<file path="src/rtl/score_uart_pkg.sv">
// Shared types and constants for the score UART transmitter and its BCD converter.
package score_uart_pkg;

    typedef enum logic [2:0] {
        IDLE,
        CONV,
        LOAD,
        START,
        DATA,
        PARITY,
        STOP
    } state_t;

    localparam logic [7:0] ASCII_ZERO = 8'h30;
    localparam logic [7:0] ASCII_CR   = 8'h0D;
    localparam logic [7:0] ASCII_LF   = 8'h0A;

    // Clock cycles per line bit, rounded to the nearest integer.
    function automatic int calc_baud_div(input int clk_hz, input int baud);
        return (clk_hz + baud / 2) / baud;
    endfunction

endpackage

</file>
<file path="src/rtl/bin2bcd_serial.sv">
// Serial double-dabble binary to BCD converter.
// A start pulse loads bin and performs the first shift on the same edge, so the
// result is complete after BIN_W edges; done pulses for one cycle once bcd is final.
// bcd holds its value until the next start.
module bin2bcd_serial #(
    parameter int BIN_W  = 20,
    parameter int DIGITS = 7
) (
    input  logic                  clk,
    input  logic                  rst_n,
    input  logic                  start,
    input  logic [BIN_W-1:0]      bin,
    output logic [DIGITS*4-1:0]   bcd,
    output logic                  done
);

    localparam int BCD_W = DIGITS * 4;
    localparam int SR_W  = BCD_W + BIN_W;
    localparam int CNT_W = $clog2(BIN_W + 1);
    localparam logic [CNT_W-1:0] CNT_LAST = CNT_W'(BIN_W - 1);

    logic [SR_W-1:0]  sr_reg;
    logic [SR_W-1:0]  sr_src;
    logic [SR_W-1:0]  sr_step;
    logic [BCD_W-1:0] adj;
    logic [CNT_W-1:0] cnt_reg;
    logic             active_reg;
    logic             done_reg;

    // On start the step operates on the freshly loaded value instead of the register.
    assign sr_src = start ? {{BCD_W{1'b0}}, bin} : sr_reg;

    // Add-3 correction for every digit that would overflow past 9 when doubled.
    generate
        for (genvar gi = 0; gi < DIGITS; gi++) begin : g_adj
            logic [3:0] digit;
            assign digit          = sr_src[BIN_W + gi*4 +: 4];
            assign adj[gi*4 +: 4] = (digit >= 4'd5) ? digit + 4'd3 : digit;
        end
    endgenerate

    assign sr_step = {adj, sr_src[BIN_W-1:0]} << 1;

    // One correct-and-shift step per cycle while a conversion is running.
    always_ff @(posedge clk or negedge rst_n) begin
        if (!rst_n) begin
            sr_reg     <= '0;
            cnt_reg    <= '0;
            active_reg <= 1'b0;
            done_reg   <= 1'b0;
        end else begin
            done_reg <= 1'b0;
            if (start) begin
                sr_reg     <= sr_step;
                cnt_reg    <= CNT_W'(1);
                active_reg <= 1'b1;
            end else if (active_reg) begin
                sr_reg  <= sr_step;
                cnt_reg <= cnt_reg + CNT_W'(1);
                if (cnt_reg == CNT_LAST) begin
                    active_reg <= 1'b0;
                    done_reg   <= 1'b1;
                end
            end
        end
    end

    assign bcd  = sr_reg[SR_W-1 -: BCD_W];
    assign done = done_reg;

endmodule

</file>
<file path="src/rtl/score_uart_tx.sv">
// Score transmitter: on send, converts the 20-bit score to DIGITS decimal digits
// and sends them as ASCII followed by CR LF, 8N1, LSB first.
// Optional macro SCORE_UART_TX_PARITY_EN adds an even-parity bit after bit 7.
module score_uart_tx
    import score_uart_pkg::*;
#(
    parameter int CLK_HZ = 12000000,
    parameter int BAUD   = 115200,
    parameter int DIGITS = 7
) (
    input  logic        clk,
    input  logic        rst_n,
    input  logic [19:0] score,
    input  logic        send,
    output logic        busy,
    output logic        tx
);

    localparam int BAUD_DIV = calc_baud_div(CLK_HZ, BAUD);
    localparam int BAUD_W   = $clog2(BAUD_DIV + 1);
    localparam int NBYTES   = DIGITS + 2;
    localparam int BYTE_W   = $clog2(NBYTES);
    localparam logic [BAUD_W-1:0] BAUD_LAST = BAUD_W'(BAUD_DIV - 1);
    localparam logic [BYTE_W-1:0] BYTE_LAST = BYTE_W'(NBYTES - 1);

    state_t              state_reg, state_next;
    logic [BAUD_W-1:0]   baud_reg, baud_next;
    logic [2:0]          bit_reg, bit_next;
    logic [BYTE_W-1:0]   byte_reg, byte_next;
    logic [7:0]          shreg_reg, shreg_next;
    logic                tx_reg, tx_next;
`ifdef SCORE_UART_TX_PARITY_EN
    logic                par_reg, par_next;
`endif
    logic                baud_end;
    logic                conv_start;
    logic                conv_done;
    logic [DIGITS*4-1:0] bcd;
    logic [7:0]          msg_bytes [NBYTES];

    bin2bcd_serial #(
        .BIN_W  (20),
        .DIGITS (DIGITS)
    ) u_bcd (
        .clk   (clk),
        .rst_n (rst_n),
        .start (conv_start),
        .bin   (score),
        .bcd   (bcd),
        .done  (conv_done)
    );

    // Message layout: digits most significant first, then CR, then LF.
    generate
        for (genvar gi = 0; gi < DIGITS; gi++) begin : g_digit
            assign msg_bytes[gi] = ASCII_ZERO + {4'h0, bcd[(DIGITS-1-gi)*4 +: 4]};
        end
    endgenerate
    assign msg_bytes[DIGITS]     = ASCII_CR;
    assign msg_bytes[DIGITS + 1] = ASCII_LF;

    // State and datapath registers; tx idles high and is always taken from a flop.
    always_ff @(posedge clk or negedge rst_n) begin
        if (!rst_n) begin
            state_reg <= IDLE;
            baud_reg  <= '0;
            bit_reg   <= '0;
            byte_reg  <= '0;
            shreg_reg <= '0;
            tx_reg    <= 1'b1;
`ifdef SCORE_UART_TX_PARITY_EN
            par_reg   <= 1'b0;
`endif
        end else begin
            state_reg <= state_next;
            baud_reg  <= baud_next;
            bit_reg   <= bit_next;
            byte_reg  <= byte_next;
            shreg_reg <= shreg_next;
            tx_reg    <= tx_next;
`ifdef SCORE_UART_TX_PARITY_EN
            par_reg   <= par_next;
`endif
        end
    end

    // Next-state, counter and line-level logic; tx_next reflects the current state.
    always_comb begin
        state_next = state_reg;
        baud_next  = baud_reg;
        bit_next   = bit_reg;
        byte_next  = byte_reg;
        shreg_next = shreg_reg;
        tx_next    = 1'b1;
        conv_start = 1'b0;
`ifdef SCORE_UART_TX_PARITY_EN
        par_next   = par_reg;
`endif
        baud_end   = (baud_reg == BAUD_LAST);

        case (state_reg)
            IDLE: begin
                if (send) begin
                    conv_start = 1'b1;
                    byte_next  = '0;
                    state_next = CONV;
                end
            end
            CONV: begin
                if (conv_done) begin
                    state_next = LOAD;
                end
            end
            LOAD: begin
                shreg_next = msg_bytes[byte_reg];
`ifdef SCORE_UART_TX_PARITY_EN
                par_next   = ^msg_bytes[byte_reg];
`endif
                baud_next  = '0;
                state_next = START;
            end
            START: begin
                tx_next = 1'b0;
                if (baud_end) begin
                    baud_next  = '0;
                    bit_next   = '0;
                    state_next = DATA;
                end else begin
                    baud_next = baud_reg + BAUD_W'(1);
                end
            end
            DATA: begin
                tx_next = shreg_reg[0];
                if (baud_end) begin
                    baud_next  = '0;
                    shreg_next = shreg_reg >> 1;
                    if (bit_reg == 3'd7) begin
`ifdef SCORE_UART_TX_PARITY_EN
                        state_next = PARITY;
`else
                        state_next = STOP;
`endif
                    end else begin
                        bit_next = bit_reg + 3'd1;
                    end
                end else begin
                    baud_next = baud_reg + BAUD_W'(1);
                end
            end
`ifdef SCORE_UART_TX_PARITY_EN
            PARITY: begin
                tx_next = par_reg;
                if (baud_end) begin
                    baud_next  = '0;
                    state_next = STOP;
                end else begin
                    baud_next = baud_reg + BAUD_W'(1);
                end
            end
`endif
            STOP: begin
                tx_next = 1'b1;
                if (baud_end) begin
                    baud_next = '0;
                    if (byte_reg == BYTE_LAST) begin
                        byte_next  = '0;
                        state_next = IDLE;
                    end else begin
                        byte_next  = byte_reg + BYTE_W'(1);
                        state_next = LOAD;
                    end
                end else begin
                    baud_next = baud_reg + BAUD_W'(1);
                end
            end
            default: begin
                state_next = IDLE;
            end
        endcase
    end

    assign busy = (state_reg != IDLE);
    assign tx   = tx_reg;

endmodule

</file>
<file path="config.mk">
export PLATFORM = sky130hd
export DESIGN_NAME = score_uart_tx
export DESIGN_NICKNAME = d
export VERILOG_FILES = /design/src/rtl/score_uart_pkg.sv /design/src/rtl/bin2bcd_serial.sv /design/src/rtl/score_uart_tx.sv
export SDC_FILE = /design/constraint.sdc
export NUM_CORES = 1
export LEC_CHECK = 0
export CORE_MARGIN = 4
export CORE_UTILIZATION = 45
export CTS_CLUSTER_DIAMETER = 30
export CTS_CLUSTER_SIZE = 30
export DETAILED_ROUTE_END_ITERATION = 10
export GPL_TIMING_DRIVEN = 0
export PLACE_DENSITY = 0.63
export SLEW_MARGIN = 25
export SYNTH_ARGS = -nofsm -noshare
export SYNTH_HDL_FRONTEND = slang
export SYNTH_HIERARCHICAL = 1
export SYNTH_SLANG_ARGS = --single-unit
</file>
<file path="constraint.sdc">
create_clock -name clk -period 5.38 [get_ports clk]
set_input_delay 1.076 -clock clk [delete_from_list [all_inputs] [get_ports clk]]
set_output_delay 1.076 -clock clk [all_outputs]
set_load 0.05 [all_outputs]
</file>
==> out/metrics.cfg <==
[status]
status=completed

[timing]
hold_viol_final=0
worst_pin_slew_ns=0.685
fin_tns_setup_ns=0
slew_headroom_pct=54.1
min_period_ns=3.67
fin_worst_skew_ns=0.00911
rsz0062_at_grt=no
drv_slew=0
hold_ws_ns=0.505
setup_violations=0
fmax_mhz=273
post-route-period-util_pct=68.1

[clocking]
cts_made_buffers=9
clk_pin_slew_worst_paths_ns=0.08
postCtsResizedCells=0
cts_setup_buffers=0
cts_tree=done
worstSkewPairLatency_ns=0.36
holdBufCountCts=0
clock_path_buffers=2
cts.htree.levels=3
root_buffer=clkbuf_8
clock_sinks=78

[worst_setup_path]
r2r_slack_ns=2.04
cp-endpoint=u_bcd/sr_reg[41]
r2r_start=state_reg[0]
r2r_end=u_bcd/sr_reg[41]
arrival_ns=3.92
path_max_fanout=10
worstRegToRegCells=12
start_kind=primary input
startpoint=send
path_class=primary input to flop
endpoint_kind=flop
crit_required_ns=5.64

[finish]
diodes=0
drive_above_1_share_pct=14.8
fin_util_pct=53.0
nNetsFinal=613
final_area_um2=5570
area_growth_syn_to_layout_pct=12.8
finalNonFillerCells=717
largest_register_ffs=47

[power_and_ir_drop]
switching_share_pct=41.8
seqPwrFrac_pct=36.0
power.net_switching_mw=1.25
peakVddDrop_uv=209
powerDensity_nw_per_um2=538
p_int_mw=1.74
p_leak_nw=2.39
p_clk_share_pct=15.1
pwr-share-comb_pct=48.9

[floorplan]
rows=37
die_h_um=113
die_area_um2=12700
design.core.area_um2=10500
initial_core_util_pct=46.9
die_w_um=113
io_pins=25

[placed_design]
gp_congestion=0.835
portBuffers=24
placed_area_um2=5370
hpwl_um=7860
dpl.cell_count=701

[detailed_routing]
wirelength_um=11100
ant_nets=0
routedWlPerCell_um=15.5
via_per_inst=5.60
first_pass_iters=4
drc=0
vias=4015
drt-initial-drc-count=322

[global_routing]
grt_first_pass_wirelength_um=19300
met2_usage_pct=29.1
grt-busiest-layer=met2
met1_usage_pct=25.5
grt_pass1_vias=3905
grt.total_usage_pct=18.5
antenna_found_initial=0
grt_overflow=0
grt_max_degree=44
use_met3_pct=3.53

[yosys]
synth.top_cells.by_area=dfrtp_1 39%, mux2i_1 5.9%, o21ai_0 5.4%, buf_4 4.6%, nand2_1 3.7%
synthArstFlopShare_pct=100
ys_types=59
postSynthAreaPerCell_um2=9.14
synth_nets=577
yosysTopAreaCell=dfrtp_1
synth_cells=540
synth_edf_count=0
yosys_warnings=6
ys_seq_area_share_pct=39.6
ys_ff_latch=78
synth_area_um2=4930
synth_top_area_share_pct=39.1
ys.flop_type=dfrtp_1
synth.most_common_cell=dfrtp_1
ys_top_cells_by_count=77 x dfrtp_1, 53 x o21ai_0, 49 x nand2_1, 35 x nor2_1, 34 x a21oi_1

[job]
max_cap_viol_count=0

[hold_path]
hp-class=flop to flop

==> how the worst min path moves through the flow <==
stage               cells past startpoint          to          from  slack [ns]
floorplan                               1          tx  shreg_reg[0]        0.46
global placement                        1  bit_reg[1]    bit_reg[1]        0.48
detailed placement                      1  bit_reg[1]    bit_reg[1]        0.49
CTS                                     1  bit_reg[1]    bit_reg[1]        0.51
global route                            1  bit_reg[1]    bit_reg[1]        0.53
finish                                  1  bit_reg[1]    bit_reg[1]        0.50
==> area by class of cell <==
type                    count  area (um^2)
well taps                 136          170
repair buffers             25          265
flip-flops and latches     78         1950
clock buffers               9          124
fillers                   981         4940
clock inverters             7         72.6
multi-input cells         389         2560
plain buffers              56          357
inverters                  17         63.8
==> power by group through the flow <==
stage / sequential (mW) / combinational (mW) / clock (mW)
after global routing: 1.12 / 1.66 / 0.489
after global placement: 1.07 / 1.43 / 0
final: 1.08 / 1.47 / 0.452
after floorplan: 1.02 / 1.16 / 0
after CTS: 1.07 / 1.47 / 0.465
after detailed placement: 1.08 / 1.46 / 0
==> cells in the final DEF, fill, tap and decap left out, types with 5 or more instances in the layout <==
cell	Yosys	layout
ha_1	14	14
nor3b_1	5	5
nor3_1	5	5
nor2_1	35	35
nand3_1	14	14
o22ai_1	5	5
buf_2	15	15
buf_4	30	31
clkbuf_1	9	9
xnor2_1	5	5
o2bb2ai_1	5	5
a21oi_1	34	34
dfrtp_1	77	77
clkdlybuf4s50_1	0	23
clkbuf_8	0	9
o31ai_1	8	8
nand2_1	49	49
nand3b_1	5	5
nor2b_1	15	15
a21o_1	5	5
mux2i_1	29	29
inv_1	16	16
a221oi_1	5	5
o21ai_0	53	53
nand2b_1	28	28
a211oi_1	10	10
==> through the flow <==
| stage | total power, mW | setup WS (ns) |
|---|---|---|
| 2_1_floorplan | 2.18 | 2.51 |
| 3_3_place_gp | 2.50 | 0.286 |
| 3_5_place_dp | 2.54 | 1.36 |
| 4_1_cts | 3.00 | 1.75 |
| 5_1_grt | 3.26 | 1.45 |
| 6_report | 3.00 | 1.71 |
==> critical path, cell delays in order <==
cell,delay [ns]
clkdlybuf4s50_1,0.49
nand2b_1,0.09
nor3_1,0.48
buf_6,0.24
buf_2,0.20
clkbuf_1,0.38
nand2b_1,0.17
ha_1,0.26
nor2b_1,0.09
o21ai_0,0.17
o31ai_1,0.10
a21o_1,0.18
==> routing by layer <==
| layer | vias up | wire [um] |
|---|---|---|
| met5 | - | 0 |
| met2 | 89 | 5260 |
| met4 | 0 | 176 |
| li1 | 1971 | - |
| met1 | 1936 | 5290 |
| met3 | 19 | 402 |
==> logic make-up after synthesis <==
kind of cell               Yosys count  share of synthesized area [%]
and+or+nand+nor                    177                           18.9
AOI/OAI and AO/OA                  153                           19.9
DFF                                 78                           39.6
buffers and inverters               73                           8.52
muxes                               36                           7.94
adders and majority gates           14                           3.55
xor gates and xnor gates             9                           1.60
Note: power is estimated with default switching activity, not from simulation.
